File: config.mk
export PLATFORM = sky130hd
export DESIGN_NAME = ved_seq_32x32
export DESIGN_NICKNAME = d
export VERILOG_FILES = /design/src/rtl/ved_seq_32x32.sv
export SDC_FILE = /design/constraint.sdc
export NUM_CORES = 1
export LEC_CHECK = 0
export CELL_PAD_IN_SITES_DETAIL_PLACEMENT = 2
export CELL_PAD_IN_SITES_GLOBAL_PLACEMENT = 2
export CORE_MARGIN = 8
export CORE_UTILIZATION = 40
export CTS_CLUSTER_DIAMETER = 40
export CTS_CLUSTER_SIZE = 8
export DETAILED_ROUTE_END_ITERATION = 12
export GPL_ROUTABILITY_DRIVEN = 1
export PLACE_DENSITY_LB_ADDON = 0.2
export RECOVER_POWER = 100
export SYNTH_ARGS = -nofsm -noshare
export SYNTH_HDL_FRONTEND = slang
export SYNTH_SLANG_ARGS = --single-unit
File: constraint.sdc
create_clock -name clk -period 38.8 [get_ports clk]
set_clock_uncertainty 0.1 [all_clocks]
set_input_delay 3.88 -clock clk [delete_from_list [all_inputs] [get_ports clk]]
set_output_delay 3.88 -clock clk [all_outputs]
set_load 0.005 [all_outputs]
File: src/rtl/ved_seq_32x32.sv
// ved_seq_32x32: sequential 32x32 unsigned multiplier built on one ved_16x16.
// Four partial-product passes (aL*bL, aH*bL, aL*bH, aH*bH) are accumulated
// into a 64-bit product. Operands and result use valid/ready handshakes.
// Ports:
//   clk, rst_n              clock, synchronous active-low reset
//   in_valid/in_ready       operand handshake (in_ready only in IDLE)
//   a, b                    32-bit unsigned operands, sampled on accept
//   out_valid/out_ready     result handshake
//   product                 64-bit result, held stable through DONE
//   busy                    high in CALC and DONE
//   pass                    current pass index (debug), 0 outside CALC
// Parameter REG_MUL: 1 registers the 16x16 product before accumulation.

// 2x2 Vedic multiplier cell.
module ved_2x2 (
  input  logic [1:0] a,
  input  logic [1:0] b,
  output logic [3:0] p
);
  logic cross_lo;
  logic cross_hi;
  logic carry;
  logic top;

  assign cross_lo = a[1] & b[0];
  assign cross_hi = a[0] & b[1];
  assign carry    = cross_lo & cross_hi;
  assign top      = a[1] & b[1];
  assign p[0]     = a[0] & b[0];
  assign p[1]     = cross_lo ^ cross_hi;
  assign p[2]     = top ^ carry;
  assign p[3]     = top & carry;
endmodule

// 4x4 from four 2x2 cells.
module ved_4x4 (
  input  logic [3:0] a,
  input  logic [3:0] b,
  output logic [7:0] p
);
  logic [3:0] q0, q1, q2, q3;

  ved_2x2 u_q0 (.a(a[1:0]), .b(b[1:0]), .p(q0));
  ved_2x2 u_q1 (.a(a[3:2]), .b(b[1:0]), .p(q1));
  ved_2x2 u_q2 (.a(a[1:0]), .b(b[3:2]), .p(q2));
  ved_2x2 u_q3 (.a(a[3:2]), .b(b[3:2]), .p(q3));

  assign p = {4'b0, q0} + ({4'b0, q1} << 2) + ({4'b0, q2} << 2) + {q3, 4'b0};
endmodule

// 8x8 from four 4x4 blocks.
module ved_8x8 (
  input  logic [7:0]  a,
  input  logic [7:0]  b,
  output logic [15:0] p
);
  logic [7:0] q0, q1, q2, q3;

  ved_4x4 u_q0 (.a(a[3:0]), .b(b[3:0]), .p(q0));
  ved_4x4 u_q1 (.a(a[7:4]), .b(b[3:0]), .p(q1));
  ved_4x4 u_q2 (.a(a[3:0]), .b(b[7:4]), .p(q2));
  ved_4x4 u_q3 (.a(a[7:4]), .b(b[7:4]), .p(q3));

  assign p = {8'b0, q0} + ({8'b0, q1} << 4) + ({8'b0, q2} << 4) + {q3, 8'b0};
endmodule

// 16x16 from four 8x8 blocks.
module ved_16x16 (
  input  logic [15:0] a,
  input  logic [15:0] b,
  output logic [31:0] p
);
  logic [15:0] q0, q1, q2, q3;

  ved_8x8 u_q0 (.a(a[7:0]),  .b(b[7:0]),  .p(q0));
  ved_8x8 u_q1 (.a(a[15:8]), .b(b[7:0]),  .p(q1));
  ved_8x8 u_q2 (.a(a[7:0]),  .b(b[15:8]), .p(q2));
  ved_8x8 u_q3 (.a(a[15:8]), .b(b[15:8]), .p(q3));

  assign p = {16'b0, q0} + ({16'b0, q1} << 8) + ({16'b0, q2} << 8) + {q3, 16'b0};
endmodule

module ved_seq_32x32 #(
  parameter bit REG_MUL = 1'b0
) (
  input  logic        clk,
  input  logic        rst_n,
  input  logic        in_valid,
  output logic        in_ready,
  input  logic [31:0] a,
  input  logic [31:0] b,
  output logic        out_valid,
  input  logic        out_ready,
  output logic [63:0] product,
  output logic        busy,
  output logic [1:0]  pass
);
  localparam int unsigned OP_W   = 32;
  localparam int unsigned HALF_W = 16;
  localparam int unsigned ACC_W  = 64;
  localparam int unsigned STEP_W = 3;

  typedef enum logic [1:0] {IDLE, CALC, DONE} state_t;

  state_t              state;
  logic [OP_W-1:0]     a_q;
  logic [OP_W-1:0]     b_q;
  logic [ACC_W-1:0]    acc;
  logic [STEP_W-1:0]   step;
  logic [1:0]          pass_d;
  logic [OP_W-1:0]     pp_q;

  logic [HALF_W-1:0]   mul_a;
  logic [HALF_W-1:0]   mul_b;
  logic [OP_W-1:0]     pp;
  logic [OP_W-1:0]     acc_pp;
  logic [1:0]          acc_pass;
  logic [ACC_W-1:0]    acc_term;
  logic [ACC_W-1:0]    acc_sum;
  logic                acc_en;
  logic                last;

  // pass bit 0 picks the high half of a, bit 1 the high half of b.
  assign mul_a = pass[0] ? a_q[31:16] : a_q[15:0];
  assign mul_b = pass[1] ? b_q[31:16] : b_q[15:0];

  ved_16x16 u_mul (.a(mul_a), .b(mul_b), .p(pp));

  // Shifted partial product and next accumulator value. With REG_MUL the
  // product and its pass index are one cycle behind, so step 0 has nothing
  // to accumulate and one extra drain step finishes the last pass.
  always_comb begin
    acc_pp   = REG_MUL ? pp_q : pp;
    acc_pass = REG_MUL ? pass_d : pass;
    acc_term = '0;
    case (acc_pass)
      2'd0:    acc_term = {32'b0, acc_pp};
      2'd1,
      2'd2:    acc_term = {16'b0, acc_pp, 16'b0};
      default: acc_term = {acc_pp, 32'b0};
    endcase
    acc_sum = acc + acc_term;
    acc_en  = REG_MUL ? (step != 3'd0) : 1'b1;
    last    = (step == (REG_MUL ? 3'd4 : 3'd3));
  end

  // Control FSM with registered outputs.
  always_ff @(posedge clk) begin
    if (!rst_n) begin
      state     <= IDLE;
      a_q       <= '0;
      b_q       <= '0;
      acc       <= '0;
      step      <= '0;
      pass_d    <= '0;
      pp_q      <= '0;
      in_ready  <= 1'b0;
      out_valid <= 1'b0;
      product   <= '0;
      busy      <= 1'b0;
      pass      <= '0;
    end else begin
      pass_d <= pass;
      pp_q   <= pp;
      case (state)
        IDLE: begin
          in_ready <= 1'b1;
          if (in_valid && in_ready) begin
            state    <= CALC;
            a_q      <= a;
            b_q      <= b;
            acc      <= '0;
            step     <= '0;
            pass     <= '0;
            in_ready <= 1'b0;
            busy     <= 1'b1;
          end
        end
        CALC: begin
          if (acc_en) begin
            acc <= acc_sum;
          end
          step <= step + 3'd1;
          // pass saturates at 3 so it holds through the drain cycle
          pass <= (step >= 3'd2) ? 2'd3 : 2'(step + 3'd1);
          if (last) begin
            state     <= DONE;
            out_valid <= 1'b1;
            product   <= acc_sum;
            pass      <= '0;
          end
        end
        DONE: begin
          if (out_ready) begin
            state     <= IDLE;
            out_valid <= 1'b0;
            busy      <= 1'b0;
            in_ready  <= 1'b1;
          end
        end
        default: state <= IDLE;
      endcase
    end
  end
endmodule

==> results of run 1 <==
[final timing paths]
path,to,slack [ns],depth (start not counted)
worst max-delay path,product[63]$_SDFFE_PN0P_,22.09,53
worst min-delay path,product[25]$_SDFFE_PN0P_,0.35,2
worst max register to register,product[63]$_SDFFE_PN0P_,22.09,53
worst min register to register,product[25]$_SDFFE_PN0P_,0.35,2
[registers in the layout (all words and copies together) (netlist names)]
name	flops
step	3
b_q	32
state	2
acc	64
pass	2
a_q	32
in_ready	1
product	64
out_valid	1
busy	1
[layout make-up]
cell class | instances | area, um^2 | area share, %
clock inverter | 16 | 214 | 0.798
tap | 773 | 967 | 3.61
sequential | 202 | 4040 | 15.1
antenna | 1 | 2.50 | 0.00933
timing repair buffer | 178 | 1660 | 6.20
inverter | 297 | 1120 | 4.16
multi-input combinational | 2381 | 17800 | 66.2
clock buffer | 47 | 1050 | 3.90
[kinds of logic after synthesis]
| kind of cell | count (synthesis) | share of synthesized area [%] |
|---|---|---|
| adder cells (fa/ha/maj) | 525 | 31.0 |
| flip-flops | 202 | 17.2 |
| multiplexers | 35 | 1.49 |
| XOR/XNOR | 214 | 7.96 |
| AO/OA/AOI/OAI | 667 | 17.6 |
| buffers and inverters | 438 | 7.26 |
| AND/OR/NAND/NOR | 940 | 17.5 |
[placed cells by master, fill, tap and decap left out, types with 6 or more instances in the layout]
cell,instances
sky130_fd_sc_hd__nand3_1,79
sky130_fd_sc_hd__o21ai_0,90
sky130_fd_sc_hd__a31oi_1,23
sky130_fd_sc_hd__a21boi_0,7
sky130_fd_sc_hd__a21oi_1,304
sky130_fd_sc_hd__clkbuf_16,40
sky130_fd_sc_hd__nor3_1,15
sky130_fd_sc_hd__a21o_1,83
sky130_fd_sc_hd__buf_4,38
sky130_fd_sc_hd__xor2_1,72
sky130_fd_sc_hd__nand2_1,348
sky130_fd_sc_hd__mux2i_1,34
sky130_fd_sc_hd__o211ai_1,9
sky130_fd_sc_hd__nor2b_1,22
sky130_fd_sc_hd__dfxtp_1,202
sky130_fd_sc_hd__o21a_1,19
sky130_fd_sc_hd__clkbuf_1,9
sky130_fd_sc_hd__dlygate4sd3_1,68
sky130_fd_sc_hd__nand2b_1,9
sky130_fd_sc_hd__inv_1,295
sky130_fd_sc_hd__o22ai_1,17
sky130_fd_sc_hd__fa_1,99
sky130_fd_sc_hd__and2_1,19
sky130_fd_sc_hd__a22o_1,19
sky130_fd_sc_hd__ha_1,426
sky130_fd_sc_hd__nand4_1,24
sky130_fd_sc_hd__o21bai_1,34
sky130_fd_sc_hd__nor2_1,335
sky130_fd_sc_hd__clkdlybuf4s50_1,68
sky130_fd_sc_hd__a211oi_1,6
sky130_fd_sc_hd__o31ai_1,6
sky130_fd_sc_hd__xnor2_1,142
sky130_fd_sc_hd__and3_1,14
sky130_fd_sc_hd__or2_2,30
sky130_fd_sc_hd__nor4_1,7
[routing by layer]
layer	global-route usage, %	vias up
li1	-	10400
met1	32.2	11400
met2	50.8	472
met3	2.99	162
met4	8.67	2
met5	0	-
[power by group through the flow]
stage / registers, mW / clock network, mW / logic [mW]
final: 0.215 / 0.338 / 0.0929
after global routing: 0.216 / 0.353 / 0.0995
after CTS: 0.215 / 0.343 / 0.0933
after detailed placement: 0.219 / 0 / 0.0917
after global placement: 0.219 / 0 / 0.0874
after floorplan: 0.218 / 0 / 0.0526
[critical path: cells and delay by family, from the launching register on]
kind,cells,cell delay (ns)
fa+ha+maj,13,5.04
simple gates,5,1.50
flops,1,0.30
compound gates,21,5.35
mux,1,1.17
buf+inv,6,1.50
xor+xnor,7,1.42
[per-stage QoR]
stage          utilization (%)  hold WS [ns]  worst slack [ns]  power [mW]
2_1_floorplan                -         0.330             26.03       0.271
3_3_place_gp              43.8         0.342             24.79       0.306
3_5_place_dp              43.8         0.355             24.08       0.311
4_1_cts                   46.0         0.362             23.84       0.651
5_1_grt                   45.8         0.378             21.16       0.668
6_report                  45.8         0.355             22.09       0.647
==> impl_metrics.csv, run 1 <==
group,metric,value,unit
synthesis,synthesis.yosys.warnings,0,
floorplanning,floorplan.io_pins,137,
synthesis,synth-seq-cells,202,
synthesis,synth-seq-area-share,17.2,%
clock_network,postCtsResizedCells,0,
timing,rsz0062_at_grt,"false",
setup_path,critical_path_required_time,38.92,ns
clock_network,cts.path.max_buffers,3,
routing,drt-vias-per-instance,5.74,
global_route,grt_pass1_wl,147000,um
clock_network,clock_sinks,202,
clock_network,cts_htree_levels,2,
floorplanning,core,0.0586,mm^2
routing,initialDrtViolationCount,927,
placement,post-place-cells,3831,
setup_path,reg2reg_from,"pass[0]$_SDFFE_PN0P_",
min_path,worst_hold_path_type,"register to register",
final_layout,final_layout_size_suffix_gt1_share,4.77,%
setup_path,critical_path_start_end_classification,"register to register",
synthesis,async_set_or_reset_register_ratio_after_synthesis,0,%
synthesis,mappedNetlistNets,3614,
synthesis,avgSynthCellArea,7.80,um^2
timing,worst_slew_pin_slew,3.95,ns
clock_network,cts_made_buffers,39,
pwr,vdd.ir_drop.worst,33.9,uV
pwr,switching_share,29.0,%
pwr,seq_power_share,33.3,%
floorplanning,chipHeight,259,um
routing,routed-via-count,22400,
timing,finalMaxSlewViolations,215,
global_route,grt_pass1_vias,25800,
final_layout,syn_to_final_growth,13.8,%
setup_path,worstSetupEndpointType,"register",
global_route,pin_count_of_the_biggest_net_entering_global_routing,91,
pwr,p_leak,13.1,nW
routing,wl_met3,3290,um
routing,detail_route.first_pass.iterations,5,
min_path,worst_hold_startpoint,"product[25]$_SDFFE_PN0P_",
global_route,antenna_found_initial,1,
synthesis,ys_top_cells_by_area,"sky130_fd_sc_hd__ha_1 23%, sky130_fd_sc_hd__dfxtp_1 17%, sky130_fd_sc_hd__fa_1 8.4%",
pwr,power.combinational.fraction,14.4,%
timing,setup-violations-final,0,
setup_path,startpoint_type,"register",
synthesis,syn_area,0.0236,mm^2
setup_path,critical_path.slowest_cell,"sky130_fd_sc_hd__clkbuf_1",
clock_network,clk_pin_slew,0.05,ns
routing,ant_nets,0,
timing,tns,0,ns
global_route,grt_overflow_total,0,
floorplanning,std_cell_rows,89,
pwr,power_report.internal_total,459,uW
floorplanning,design.die.area,0.0669,mm^2
timing,hold_violations,0,
placement,hpwlAfterDp,73700,um
pwr,power.net_switching,188,uW
timing,slew_headroom,-163,%
clock_network,tritoncts,"yes",
placement,io_buffer_count,136,
synthesis,synth_largest_area_cell,"sky130_fd_sc_hd__ha_1",
clock_network,insertion_delay,0.54,ns
synthesis,synthMostInstantiatedCell,"sky130_fd_sc_hd__ha_1",
clock_network,cts_hold_buffers_added,0,
pwr,power_density_of_the_placed_cells,24.1,mW/mm^2
synthesis,synth_edf_count,0,
final_layout,final-instance-count-excl-fill,3895,
setup_path,cp.arrival,16.83,ns
synthesis,syn-instance-count,3021,
synthesis,synth_cell_types,87,
routing,detail_route.wl_per_cell,23.9,um
routing,post_route_wl,93200,um
synthesis,yosysTopAreaCellShare,22.6,%
timing,fmax,0.0599,GHz
run_status,outcome,"complete, but fails checks",
timing,min_period_over_period,43.1,%
routing,route.met2.wl,47500,um
floorplanning,horizontal_extent_of_the_die,259,um
global_route,groute.usage.overall,27.2,%
run_status,violated_checks,"max-capacitance violations, max-slew violations",
pwr,clock_power_share,52.3,%
timing,period_needed,16.71,ns
setup_path,crit_top_cell,"sky130_fd_sc_hd__ha_1",
clock_network,clockRootBuffer,"sky130_fd_sc_hd__clkbuf_16",
synthesis,synth_top_cells_by_count,"426 x sky130_fd_sc_hd__ha_1, 349 x sky130_fd_sc_hd__nand2_1, 336 x sky130_fd_sc_hd__nor2_1",
setup_path,maximum_fanout_count_along_the_critical_path,20,
final_layout,final_area,0.0268,mm^2
flow_run,max-cap-violations,4,
final_layout,final_nets,3692,
floorplanning,initial_utilization,40.2,%
final_layout,layout.filler_cells,6747,
synthesis,synth-main-ff-cell,"sky130_fd_sc_hd__dfxtp_1",
placement,placedInstanceArea,0.0257,mm^2
routing,topRoutingLayerUsed,"met5",
placement,gpl.final_weighted_congestion,0.901,
clock_network,post_cts_setup_buffers,0,
setup_path,startpoint,"pass[0]$_SDFFE_PN0P_",
routing,detail_route.wirelength.met1,39400,um
setup_path,cpPeakStageDelay,1.20,ns
routing,drc_errors,0,
Note: power is estimated with default switching activity, not from simulation.
==> run 2: changes to the inputs <==
- CORE_UTILIZATION: 40 -> 34
- clock period: 38.8 -> 14.36 ns (I/O delays scaled with it)
==> run 2 against run 1 <==
Hold slack got worse by 0.0021 ns; critical endpoint unchanged; largest cell class unchanged; global-route usage fell by 5.6 points; combinational power rose to 2.6 times the previous value; maximum frequency increased by 24%; via count shrank 3.2%; wire length decreased by 8.3%; utilization decreased by 6.0 points; the run still ends with max-capacitance violations, max-slew violations left; cell area up 1.8%; critical path depth up 2; highest routed layer unchanged.
==> impl_metrics.csv, run 2 (synthesis gave the netlist of run 1 again) <==
group,metric,value,unit
timing,setup_slack,0.916,ns
global_route,grt_pass1_wl,135000,um
placement,hpwlAfterDp,69700,um
setup_path,critical_path.slowest_cell,"sky130_fd_sc_hd__fa_1",
final_layout,area_used_by_multi_input_combinational_logic,0.0179,mm^2
run_status,violated_checks,"max-capacitance violations, max-slew violations",
routing,post_route_wl,85500,um
timing,tns,0,ns
timing,slew_headroom,-163,%
routing,initialDrtViolationCount,698,
min_path,worst_hold_startpoint,"product[22]$_SDFFE_PN0P_",
setup_path,startpoint_type,"register",
setup_path,sum_of_buffers_and_inverters_on_the_critical_path,9,
routing,routed-via-count,21600,
clock_network,cts.path.max_buffers,3,
final_layout,layout.cells.most_common,"sky130_fd_sc_hd__ha_1",
setup_path,cp.arrival,13.79,ns
setup_path,crit_top_cell,"sky130_fd_sc_hd__ha_1",
timing,finalMaxSlewViolations,121,
floorplanning,horizontal_extent_of_the_die,279,um
timing,worst_slew_pin_slew,3.94,ns
final_layout,largestRegisters,"acc x64, product x64",
timing,min_period_over_period,93.6,%
clock_network,clk_pin_slew,0.05,ns
pwr,vdd.ir_drop.worst,62.8,uV
pwr,power_density_of_the_placed_cells,65.3,mW/mm^2
floorplanning,core,0.0686,mm^2
placement,io_buffer_count,136,
routing,detail_route.first_pass.iterations,5,
pwr,fin_total_pwr,1.78,mW
routing,detail_route.wl_per_cell,21.0,um
final_layout,syn_to_final_growth,15.8,%
clock_network,clockRootBuffer,"sky130_fd_sc_hd__clkbuf_16",
setup_path,cpPeakStageDelay,0.60,ns
final_layout,final_nets,3703,
run_status,outcome,"complete, but fails checks",
routing,drt-vias-per-instance,5.32,
floorplanning,chipHeight,279,um
floorplanning,std_cell_rows,96,
clock_network,cts_made_buffers,41,
setup_path,maximum_fanout_count_along_the_critical_path,16,
setup_path,startpoint,"pass[1]$_SDFFE_PN0P_",
timing,period_needed,13.44,ns
final_layout,layout_common_cells,"424 x sky130_fd_sc_hd__ha_1, 348 x sky130_fd_sc_hd__nand2_1, 335 x sky130_fd_sc_hd__nor2_1, 302 x sky130_fd_sc_hd__a21oi_1, 295 x sky130_fd_sc_hd__inv_1",
clock_network,tritoncts,"yes",
final_layout,sequential_cell_area,0.00404,mm^2
timing,rsz0062_at_grt,"false",
final_layout,layout.filler_cells,7771,
flow_run,max-cap-violations,2,
final_layout,final_layout_size_suffix_gt1_share,5.77,%
global_route,pin_count_of_the_biggest_net_entering_global_routing,87,
placement,post-place-ws,0.600,ns
min_path,worst_hold_path_type,"register to register",
setup_path,reg2reg_from,"pass[1]$_SDFFE_PN0P_",
floorplanning,floorplan.io_pins,137,
setup_path,critical_path_required_time,14.70,ns
timing,fmax,0.0744,GHz
global_route,grt_overflow_total,0,
global_route,antenna_found_initial,4,
clock_network,clock_sinks,202,
routing,drc_errors,0,
pwr,p_leak,13.2,nW
timing,hold_violations,0,
floorplanning,initial_utilization,34.4,%
setup_path,cp_top_family,"adder cells",
setup_path,worstSetupEndpointType,"register",
setup_path,critical_path_start_end_classification,"register to register",
global_route,groute.usage.overall,21.6,%
placement,gpl.final_weighted_congestion,0.871,
clock_network,cts_htree_levels,2,
timing,setup-violations-final,0,
routing,ant_nets,0,
floorplanning,design.die.area,0.0780,mm^2
global_route,grt_pass1_vias,24300,
clock_network,insertion_delay,0.55,ns
[run 2: changes by cell type in the layout (fill, tap and decap cells not counted), sizes merged]
cell,change
clkinv,+2
buf,+8
diode,+2
clkbuf,+8
clkinvlp,-2
[run 2: report_power, final]
part | internal [mW] | switching, mW
Clock | 0.626 | 0.328
Sequential | 0.574 | 0.00748
Combinational | 0.0794 | 0.166
Total | 1.28 | 0.502
[run 2: cell type report]
cell class,count,share of cell area [%]
clock inverters,16,0.853
diodes,3,0.0275
repair buffers,187,6.34
inverters,297,4.09
clock buffers,54,4.16
well taps,931,4.27
flip-flops and latches,202,14.8
multi-input cells,2381,65.4
[run 2: timing repair]
| item | 4_1_cts | 5_1_grt |
|---|---|---|
| setup buffers | 0 | 2 |
| endpoints found under the setup margin | 0 | 48 |
| gates resized for setup | 0 | 16 |
| hold buffers | 0 | 0 |
[run 2: worst register-to-register path, delay by kind of cell, from the launching register on]
family          cells  cell delay (ns)
compound gates     20             4.10
xor+xnor            6             1.08
fa+ha+maj          14             5.17
buf+inv             9             0.91
flops               1             0.43
mux                 1             0.24
simple gates        5             1.31
[run 2: metrics by stage]
stage / hold slack (ns) / cell area [um^2] / cells / util, %
5_1_grt: 0.373 / 27300 / 4068 / 39.8
4_1_cts: 0.358 / 27300 / 4066 / 39.8
3_5_place_dp: 0.351 / 25900 / 3996 / 37.8
6_report: 0.352 / 27300 / 4071 / 39.8
3_3_place_gp: 0.342 / 25900 / 3996 / 37.8
2_1_floorplan: 0.330 / 23600 / 3021 / -
[run 2: final timing paths]
| check | end | slack (ns) | cells past startpoint |
|---|---|---|---|
| worst max-delay path | product[63]$_SDFFE_PN0P_ | 0.92 | 55 |
| worst min-delay path | product[22]$_SDFFE_PN0P_ | 0.35 | 2 |
| worst max register to register | product[63]$_SDFFE_PN0P_ | 0.92 | 55 |
| worst min register to register | product[22]$_SDFFE_PN0P_ | 0.35 | 2 |
[run 2: layer usage]
metal / track usage, % / vias to the layer above / part of all wire, %
met1: 25.8 / 10800 / 43
li1: - / 10400 / -
met3: 3.44 / 149 / 3.9
met2: 39.2 / 330 / 50
met5: 0 / - / 0.015
met4: 6.82 / 2 / 3.2
==> run 3: changes to the inputs <==
- CORE_UTILIZATION: 34 -> 25
==> run 3 against run 2 <==
The flow still finishes with violations (max-capacitance violations, max-slew violations); die area is 34% higher; sequential share of layout area down 0.31 points; register-to-register slack lost 0.12 ns; critical path type unchanged; largest power group unchanged.
==> impl_metrics.csv, run 3 (synthesis gave the netlist of run 1 again) <==
group,metric,value,unit
setup_path,crit_top_cell,"sky130_fd_sc_hd__fa_1",
timing,slew_headroom,-134,%
placement,post-place-cells,4320,
global_route,groute.usage.overall,17.1,%
min_path,hold_end,"product[41]$_SDFFE_PN0P_",
timing,hold_violations,0,
placement,placedInstanceArea,0.0263,mm^2
placement,post-place-ws,0.380,ns
min_path,worst_hold_startpoint,"product[41]$_SDFFE_PN0P_",
floorplanning,core,0.0933,mm^2
final_layout,syn_to_final_growth,18.4,%
setup_path,critical_path.slowest_cell,"sky130_fd_sc_hd__fa_1",
clock_network,cts_made_buffers,47,
flow_run,max-cap-violations,4,
clock_network,cts_htree_levels,2,
floorplanning,design.die.area,0.104,mm^2
final_layout,layout.cells.most_common,"sky130_fd_sc_hd__ha_1",
setup_path,maximum_fanout_count_along_the_critical_path,16,
setup_path,cp_top_family,"adder cells",
setup_path,cp.arrival,13.89,ns
routing,initialDrtViolationCount,643,
setup_path,worst_reg_to_reg_setup_slack,0.80,ns
final_layout,final_layout_size_suffix_gt1_share,6.26,%
clock_network,insertion_delay,0.59,ns
global_route,antenna_found_initial,3,
final_layout,largestRegisters,"acc x64, product x64",
clock_network,clock_sinks,202,
setup_path,reg2reg_from,"pass[1]$_SDFFE_PN0P_",
setup_path,regToRegEndpoint,"product[61]$_SDFFE_PN0P_",
floorplanning,floorplan.io_pins,137,
floorplanning,horizontal_extent_of_the_die,323,um
min_path,hold_depth,2,
routing,drc_errors,0,
floorplanning,std_cell_rows,112,
placement,gpl.final_weighted_congestion,0.836,
clock_network,tritoncts,"yes",
setup_path,worstSetupEndpointType,"register",
timing,min_period_over_period,94.4,%
routing,detail_route.first_pass.iterations,4,
pwr,power_density_of_the_placed_cells,67.1,mW/mm^2
clock_network,cts.path.max_buffers,3,
run_status,outcome,"complete, but fails checks",
final_layout,final_area,0.0279,mm^2
setup_path,cpPeakStageDelay,0.59,ns
global_route,grt_pass1_vias,24700,
routing,routed-via-count,21500,
timing,setup-violations-final,0,
routing,post_route_wl,89600,um
clock_network,cts_hold_buffers_added,0,
placement,hpwlAfterDp,73000,um
min_path,worst_hold_path_type,"register to register",
timing,setup_slack,0.801,ns
timing,hold_slack,0.353,ns
timing,fmax,0.0737,GHz
global_route,grt_overflow_total,0,
global_route,pin_count_of_the_biggest_net_entering_global_routing,81,
global_route,grt_pass1_wl,141000,um
placement,io_buffer_count,136,
timing,worst_slew_pin_slew,3.50,ns
pwr,p_leak,13.3,nW
timing,period_needed,13.56,ns
setup_path,critical_path_start_end_classification,"register to register",
pwr,vdd.ir_drop.worst,70.9,uV
final_layout,layout_common_cells,"425 x sky130_fd_sc_hd__ha_1, 348 x sky130_fd_sc_hd__nand2_1, 335 x sky130_fd_sc_hd__nor2_1, 301 x sky130_fd_sc_hd__a21oi_1, 295 x sky130_fd_sc_hd__inv_1",
clock_network,clk_pin_slew,0.05,ns
timing,finalMaxSlewViolations,196,
final_layout,layout.core_utilization,29.9,%
final_layout,n_diodes,0,
pwr,fin_total_pwr,1.87,mW
clock_network,clockRootBuffer,"sky130_fd_sc_hd__clkbuf_16",
timing,tns,0,ns
setup_path,sum_of_buffers_and_inverters_on_the_critical_path,7,
floorplanning,initial_utilization,25.2,%
floorplanning,chipHeight,323,um
routing,drt-vias-per-instance,4.88,
timing,rsz0062_at_grt,"false",
setup_path,critical_path_cell_count,56,
final_layout,final-instance-count-excl-fill,4403,
routing,detail_route.wl_per_cell,20.4,um
final_layout,final_nets,3709,
setup_path,critical_path_required_time,14.69,ns
run_status,violated_checks,"max-capacitance violations, max-slew violations",
setup_path,rr_worst_depth,56,
routing,ant_nets,0,
setup_path,startpoint_type,"register",
-- run 3: layout make-up --
class | instances | area [um^2]
well taps | 1254 | 1570
repair buffers | 187 | 1740
multi-input cells | 2381 | 17900
clock buffers | 56 | 1270
fillers | 10800 | 65400
flip-flops and latches | 202 | 4050
clock inverters | 26 | 280
inverters | 297 | 1120
-- run 3: worst register-to-register path, delay by kind of cell, from the launching register on --
kind	cells	cell delay, ns
buf+inv	7	0.67
simple gates	8	1.02
fa+ha+maj	13	5.10
mux	1	0.20
flops	1	0.39
compound gates	21	4.71
xor+xnor	6	1.24
-- run 3: how the worst max path moves through the flow --
stage	from	endpoint	slack, ns
floorplan	pass[0]$_SDFFE_PN0P_	product[56]$_SDFFE_PN0P_	1.59
global placement	pass[0]$_SDFFE_PN0P_	acc[60]$_SDFFE_PN0P_	0.79
finish	pass[1]$_SDFFE_PN0P_	product[61]$_SDFFE_PN0P_	0.80
detailed placement	pass[0]$_SDFFE_PN0P_	acc[60]$_SDFFE_PN0P_	0.38
CTS	pass[0]$_SDFFE_PN0P_	acc[60]$_SDFFE_PN0P_	0.22
global route	pass[1]$_SDFFE_PN0P_	product[61]$_SDFFE_PN0P_	0.003
-- run 3: where the power goes --
part	switching [mW]	total, mW	internal, mW
sequential	0.00890	0.583	0.574
combinational	0.168	0.248	0.0798
clock	0.373	1.04	0.669
total	0.550	1.87	1.32
-- run 3: routing by layer --
metal	GRT usage [%]	up-vias	share of wire, %	wire, um
met5	0	-	0.015	13
met2	31.6	245	50	45100
met3	2.08	120	2.6	2350
met1	20.6	10700	44	39800
li1	-	10400	-	-
met4	4.53	2	2.7	2400
-- run 3: repair_timing --
item / 4_1_cts / 5_1_grt
setup endpoints to repair: 0 / 50
setup buffers: 0 / 1
gates resized for setup: 0 / 9
